**src/rtl/dbus_uart_tx_if.sv**
```systemverilog
// Processor data-bus (Dw*) signals seen by a memory-mapped responder.
// Signal names follow the bus naming used by the core.
interface dbus_uart_tx_if;
    logic        iDwReadEnable;
    logic        iDwWriteEnable;
    logic [3:0]  iDwByteEnable;
    logic [31:0] iDwAddress;
    logic [31:0] iDwWriteData;
    logic [31:0] oDwReadData;

    modport master (
        output iDwReadEnable, iDwWriteEnable, iDwByteEnable, iDwAddress, iDwWriteData,
        input  oDwReadData
    );

    modport slave (
        input  iDwReadEnable, iDwWriteEnable, iDwByteEnable, iDwAddress, iDwWriteData,
        output oDwReadData
    );
endinterface

```
**src/rtl/dbus_uart_tx.sv**
```systemverilog
// Data-bus mapped UART transmitter: 16-byte register window, TX FIFO, 8N1 LSB-first shifter.
// Define UART_TX_IRQ_EN to add the oIRQ output and a functional STATUS.irq_en bit.
module dbus_uart_tx #(
    parameter logic [31:0] BASE_ADDR  = 32'hFF20_0100,
    parameter logic [15:0] DIVISOR    = 16'd434,
    parameter int unsigned FIFO_DEPTH = 8
) (
    input  logic          iCLK,
    input  logic          iRST_N,
    dbus_uart_tx_if.slave bus,
    output logic          oTX
`ifdef UART_TX_IRQ_EN
    ,
    output logic          oIRQ
`endif
);

    localparam int unsigned AW = $clog2(FIFO_DEPTH);
    localparam int unsigned CW = AW + 1;

    typedef enum logic [1:0] {StIdle, StStart, StData, StStop} state_e;

    state_e        state_q, state_d;
    logic [15:0]   cnt_q, cnt_d;
    logic [2:0]    bit_q, bit_d;
    logic [7:0]    shift_q, shift_d;
    logic          tx_q, tx_d;
    logic [7:0]    mem_q [FIFO_DEPTH];
    logic [7:0]    mem_d [FIFO_DEPTH];
    logic [AW-1:0] wptr_q, wptr_d, rptr_q, rptr_d;
    logic [CW-1:0] count_q, count_d;
    logic [15:0]   div_q, div_d;
    logic          ovf_q, ovf_d;
    logic          irq_en_q, irq_en_d;

    logic          sel, wr, be0, full, empty, busy, bit_end, push_req, push, pop;
    logic [1:0]    off;
    logic [31:0]   wdata;
    logic [15:0]   div_new;
    logic [31:0]   status;
    logic          unused_bits;

    assign sel      = bus.iDwAddress[31:4] == BASE_ADDR[31:4];
    assign off      = bus.iDwAddress[3:2];
    assign wr       = sel & bus.iDwWriteEnable;
    assign be0      = bus.iDwByteEnable[0];
    assign wdata    = bus.iDwWriteData;
    assign full     = count_q == CW'(FIFO_DEPTH);
    assign empty    = count_q == '0;
    assign busy     = state_q != StIdle;
    assign bit_end  = cnt_q == '0;
    assign push_req = wr & (off == 2'd0) & be0;
    assign pop      = ~empty & ((state_q == StIdle) | ((state_q == StStop) & bit_end));
    // A pop in the same cycle frees the slot, so a push into a full FIFO is still taken.
    assign push     = push_req & (~full | pop);
    assign status   = {19'b0, 5'(count_q), 3'b0, irq_en_q, ovf_q, empty, full, busy};

    assign unused_bits = ^{wdata[31:16], wdata[4], bus.iDwAddress[1:0], bus.iDwByteEnable[3:2]};

    always_comb begin
        mem_d   = mem_q;
        wptr_d  = wptr_q;
        rptr_d  = rptr_q;
        if (push) begin
            mem_d[wptr_q] = wdata[7:0];
            wptr_d        = wptr_q + AW'(1);
        end
        if (pop) begin
            rptr_d = rptr_q + AW'(1);
        end
        count_d = count_q + CW'(push) - CW'(pop);

        ovf_d = ovf_q;
        if (push_req && !push) begin
            ovf_d = 1'b1;
        end else if (wr && off == 2'd1 && be0 && wdata[3]) begin
            ovf_d = 1'b0;
        end

        div_new = div_q;
        if (bus.iDwByteEnable[0]) div_new[7:0] = wdata[7:0];
        if (bus.iDwByteEnable[1]) div_new[15:8] = wdata[15:8];
        div_d = div_q;
        if (wr && off == 2'd2) begin
            div_d = (div_new < 16'd2) ? 16'd2 : div_new;
        end
    end

`ifdef UART_TX_IRQ_EN
    logic irq_q, irq_d;
    assign irq_en_d = (wr && off == 2'd1 && be0) ? wdata[4] : irq_en_q;
    assign irq_d    = irq_en_q & empty & ~busy;
    assign oIRQ     = irq_q;
`else
    assign irq_en_d = 1'b0;
`endif

    always_comb begin
        state_d = state_q;
        cnt_d   = cnt_q;
        bit_d   = bit_q;
        shift_d = shift_q;
        tx_d    = tx_q;
        if (state_q == StIdle) begin
            if (!empty) begin
                state_d = StStart;
                tx_d    = 1'b0;
                cnt_d   = div_q - 16'd1;
                shift_d = mem_q[rptr_q];
            end
        end else if (!bit_end) begin
            cnt_d = cnt_q - 16'd1;
        end else begin
            // Each bit boundary reloads from the live divider register.
            cnt_d = div_q - 16'd1;
            case (state_q)
                StStart: begin
                    state_d = StData;
                    tx_d    = shift_q[0];
                    shift_d = {1'b0, shift_q[7:1]};
                    bit_d   = 3'd0;
                end
                StData: begin
                    if (bit_q == 3'd7) begin
                        state_d = StStop;
                        tx_d    = 1'b1;
                    end else begin
                        tx_d    = shift_q[0];
                        shift_d = {1'b0, shift_q[7:1]};
                        bit_d   = bit_q + 3'd1;
                    end
                end
                default: begin
                    if (!empty) begin
                        state_d = StStart;
                        tx_d    = 1'b0;
                        shift_d = mem_q[rptr_q];
                    end else begin
                        state_d = StIdle;
                        tx_d    = 1'b1;
                    end
                end
            endcase
        end
    end

    always_comb begin
        bus.oDwReadData = '0;
        if (sel && bus.iDwReadEnable) begin
            case (off)
                2'd1:    bus.oDwReadData = status;
                2'd2:    bus.oDwReadData = {16'b0, div_q};
                default: bus.oDwReadData = '0;
            endcase
        end
    end

    always_ff @(posedge iCLK or negedge iRST_N) begin
        if (!iRST_N) begin
            state_q  <= StIdle;
            cnt_q    <= '0;
            bit_q    <= '0;
            shift_q  <= '0;
            tx_q     <= 1'b1;
            mem_q    <= '{default: '0};
            wptr_q   <= '0;
            rptr_q   <= '0;
            count_q  <= '0;
            div_q    <= DIVISOR;
            ovf_q    <= 1'b0;
            irq_en_q <= 1'b0;
`ifdef UART_TX_IRQ_EN
            irq_q    <= 1'b0;
`endif
        end else begin
            state_q  <= state_d;
            cnt_q    <= cnt_d;
            bit_q    <= bit_d;
            shift_q  <= shift_d;
            tx_q     <= tx_d;
            mem_q    <= mem_d;
            wptr_q   <= wptr_d;
            rptr_q   <= rptr_d;
            count_q  <= count_d;
            div_q    <= div_d;
            ovf_q    <= ovf_d;
            irq_en_q <= irq_en_d;
`ifdef UART_TX_IRQ_EN
            irq_q    <= irq_d;
`endif
        end
    end

    assign oTX = tx_q;

endmodule

```
**src/flat_wrapper.sv**
```systemverilog
// flat-port wrapper written by rule: the top's interface ports become plain ports
module dbus_uart_tx_flat 
#(
    parameter logic [31:0] BASE_ADDR  = 32'hFF20_0100,
    parameter logic [15:0] DIVISOR    = 16'd434,
    parameter int unsigned FIFO_DEPTH = 8
)
  (iCLK, iRST_N, oTX, bus_iDwReadEnable, bus_iDwWriteEnable, bus_iDwByteEnable, bus_iDwAddress, bus_iDwWriteData, bus_oDwReadData);
  dbus_uart_tx_if bus_i ();
  input  logic iCLK;
  input  logic iRST_N;
  output logic oTX;
  input wire logic [$bits(bus_i.iDwReadEnable)-1:0] bus_iDwReadEnable;
  input wire logic [$bits(bus_i.iDwWriteEnable)-1:0] bus_iDwWriteEnable;
  input wire logic [$bits(bus_i.iDwByteEnable)-1:0] bus_iDwByteEnable;
  input wire logic [$bits(bus_i.iDwAddress)-1:0] bus_iDwAddress;
  input wire logic [$bits(bus_i.iDwWriteData)-1:0] bus_iDwWriteData;
  output wire logic [$bits(bus_i.oDwReadData)-1:0] bus_oDwReadData;
  assign bus_i.iDwReadEnable = bus_iDwReadEnable;
  assign bus_i.iDwWriteEnable = bus_iDwWriteEnable;
  assign bus_i.iDwByteEnable = bus_iDwByteEnable;
  assign bus_i.iDwAddress = bus_iDwAddress;
  assign bus_i.iDwWriteData = bus_iDwWriteData;
  assign bus_oDwReadData = bus_i.oDwReadData;
  dbus_uart_tx #(.BASE_ADDR(BASE_ADDR), .DIVISOR(DIVISOR), .FIFO_DEPTH(FIFO_DEPTH)) u_core (.iCLK(iCLK), .iRST_N(iRST_N), .bus(bus_i), .oTX(oTX));
endmodule
```
**config.mk**
```make
export PLATFORM = sky130hd
export DESIGN_NAME = dbus_uart_tx_flat
export DESIGN_NICKNAME = d
export VERILOG_FILES = /design/src/rtl/dbus_uart_tx_if.sv /design/src/rtl/dbus_uart_tx.sv /design/src/flat_wrapper.sv
export SDC_FILE = /design/constraint.sdc
export NUM_CORES = 1
export LEC_CHECK = 0
export CAP_MARGIN = 20
export CORE_MARGIN = 4
export CORE_UTILIZATION = 60
export CTS_BUF_LIST = sky130_fd_sc_hd__clkbuf_8
export DETAILED_ROUTE_END_ITERATION = 12
export DONT_BUFFER_PORTS = 1
export PLACE_DENSITY = 0.76
export SYNTH_ARGS = -nofsm -noshare
export SYNTH_HDL_FRONTEND = slang
export SYNTH_SLANG_ARGS = --single-unit
```
**constraint.sdc**
```tcl
create_clock -name iCLK -period 5.9 [get_ports iCLK]
set_input_delay 1.77 -clock iCLK [delete_from_list [all_inputs] [get_ports iCLK]]
set_output_delay 1.77 -clock iCLK [all_outputs]
set_load 0.02 [all_outputs]
```
==> reports/qor.yml <==
power:
  p_clk_frac: 0.390
  p_seq_frac: 0.444
  sw_frac_of_total: 0.292
  power.switching_mw: 0.583
  ir_worst_vdd_uv: 250
  p_comb_frac: 0.166
  power_per_cell_area_nw_per_um2: 276
  cell_internal_pwr_mw: 1.41
  p_leak_nw: 3.47
yosys:
  synth_area_leader_cell: "dfrtp_1"
  ys_seq_elements: 121
  syn_area_um2: 6840
  netlist.area_leader.share: 0.420
  netlist_top_cells_count: "115 x dfrtp_1, 81 x mux2_2, 34 x nor2_1"
  ys_async_sr_fraction: 1.00
  ys.flop_type: "dfrtp_1"
  yosys.cell_types.count: 71
  synth.most_common_cell: "dfrtp_1"
  ys_top_cells_by_area: "dfrtp_1 42%, mux2_2 13%, mux4_2 4.6%, ha_1 3.7%, dfstp_2 2.3%"
  syn_avg_cell_area_um2: 11.6
  ys_warn_count: 0
  syn_inst: 590
  synth_seq_area_share: 0.444
  synth_edf_count: 0
grt:
  grt_max_degree: 122
  grt_usage: 0.243
  antenna_found_initial: 0
  grt_pass1_wl_um: 25000
  grt_pass1_vias: 4818
  overflow: 0
die:
  coreArea_um2: 11000
  die-height_um: 115
  start_util: 0.623
  pin_count: 105
  die_w_um: 115
  num_rows: 38
  die_area_um2: 13200
finish:
  drive_gt1_frac: 0.255
  fillerInstances: 831
  finalNetCount: 672
  n_antenna_cell: 0
  syn_to_final_growth_pct: 5.87
clock_network:
  cts_buffers: 17
  postCtsHoldBufs: 0
  clk_path_buf_depth: 2
  clk_latency_ns: 0.44
  cts_root_buf: "clkbuf_8"
  htreeDepth: 4
  postCtsResizedCells: 0
  cts_tree: "done"
  clock_sink_count: 121
  clk_transition_reported_paths_ns: 0.07
  cts_setup_buffers: 0
drt:
  routed_wirelength_um: 15300
  vias: 4701
  final_antenna_net_count: 0
  drt_first_iter_violations: 412
  via_per_inst: 6.42
  route.detailed.drc: 0
  wire_per_inst_um: 21.0
  first_pass_iters: 5
timing:
  setup_viol: 0
  fin_skew_ns: 0.0144
  period_needed_ns: 5.14
  period_share: 0.871
  tightest_slew_ns: 1.08
  whs_ns: 0.503
  rsz0062_at_grt: "no"
  tns_ns: 0
  slew_viol_final: 0
  hold_viol: 0
  slew_headroom: 0.280
  fmax_mhz: 195
setup_path:
  required_ns: 4.13
  start_kind: "input port"
  crit_path_end_kind: "primary output"
  crit_arrival_ns: 3.37
  path_max_fanout: 8
  path_class: "input port to primary output"
placed_design:
  globalplace.congestion: 0.854
  portBuffers: 0
  dp_hpwl_um: 10600
job:
  drv_cap: 0
status:
  outcome: "completed"
min_path:
  hold_class: "flip-flop to flip-flop"
## per-layer routing
layer | vias up | global-route usage | wire length (µm)
li1 | 2139 | - | -
met1 | 2391 | 0.319 | 6360
met2 | 146 | 0.400 | 7860
met3 | 25 | 0.0637 | 836
met4 | 0 | 0.0767 | 291
met5 | - | 0 | 0
## cells by family after synthesis
family	share of synthesized area
xor+xnor	0.0243
other cells	0.000548
buf+inv	0.0483
flops	0.444
compound gates	0.0931
fa+ha+maj	0.0395
simple gates	0.149
mux	0.202
## cells in the final DEF, fill, tap and decap left out, types with 6 or more instances in the layout
cell and instances:
dfrtp_1 115, mux2_2 81, nor2_1 34, nand2_1 29, inv_1 20, o21ai_0 20, ha_1 20, clkbuf_8 17
conb_1 16, nor3_1 15, mux4_2 14, mux2i_1 13, a22o_1 12, and2_1 11, xnor2_1 11, nor4_1 10
a22oi_1 10, nand4_1 8, nand3_1 8, xor2_1 8, and3_1 7, a21oi_1 7, a221o_1 7, dfstp_2 6
## power groups by stage
stage | clock network, mW | logic [mW] | registers (mW)
after global routing | 0.830 | 0.374 | 0.890
after global placement | 0 | 0.309 | 0.902
after floorplan | 0 | 0.296 | 0.884
after CTS | 0.788 | 0.328 | 0.888
final | 0.779 | 0.331 | 0.887
after detailed placement | 0 | 0.326 | 0.903
## state kept, by name (all words and copies together) (netlist names)
| name | cells |
|---|---|
| u_core.rptr_q | 3 |
| u_core.bit_q | 3 |
| u_core.oTX | 1 |
| u_core.wptr_q | 3 |
| u_core.ovf_q | 1 |
| u_core.state_q | 2 |
| u_core.mem_q | 64 |
| u_core.count_q | 4 |
| u_core.div_q | 16 |
| u_core.shift_q | 8 |
| u_core.cnt_q | 16 |
## final cells by class
cell class	instances	area [µm²]	area share
Tap cell	140	175	0.0242
Inverter	18	67.6	0.00932
Sequential cell	121	3040	0.419
Timing Repair Buffer	2	15.0	0.00207
Clock buffer	17	234	0.0323
Clock inverter	15	178	0.0245
Multi-Input combinational cell	419	3540	0.489
## worst max-delay path: stages
cell and delay [ns]:
or4_1 0.52, nor4_2 0.29, nand3_1 0.31, nor2_1 0.47
## stage by stage
step	area [µm²]	setup slack (ns)	cells	utilization	total power [mW]
floorplan	6900	0.521	605	-	1.18
global placement	6830	0.796	700	0.622	1.21
detailed placement	6830	0.770	700	0.622	1.23
CTS	7250	0.770	732	0.660	2.00
global route	7250	0.616	732	0.660	2.09
finish	7250	0.763	732	0.660	2.00
## worst paths after layout
check	from	to	slack (ns)	depth (start not counted)
hold / removal	u_core.mem_q[37]	u_core.mem_q[37]	0.50	1
max in group asynchronous	iRST_N	u_core.div_q[5]	4.64	0
setup reg to reg	u_core.cnt_q[11]	u_core.count_q[3]	2.86	10
min in group asynchronous	iRST_N	u_core.cnt_q[2]	1.02	0
hold reg to reg	u_core.mem_q[37]	u_core.mem_q[37]	0.50	1
setup / recovery	bus_iDwAddress[4]	bus_oDwReadData[0]	0.76	4
Note: power is estimated with default switching activity, not from simulation.
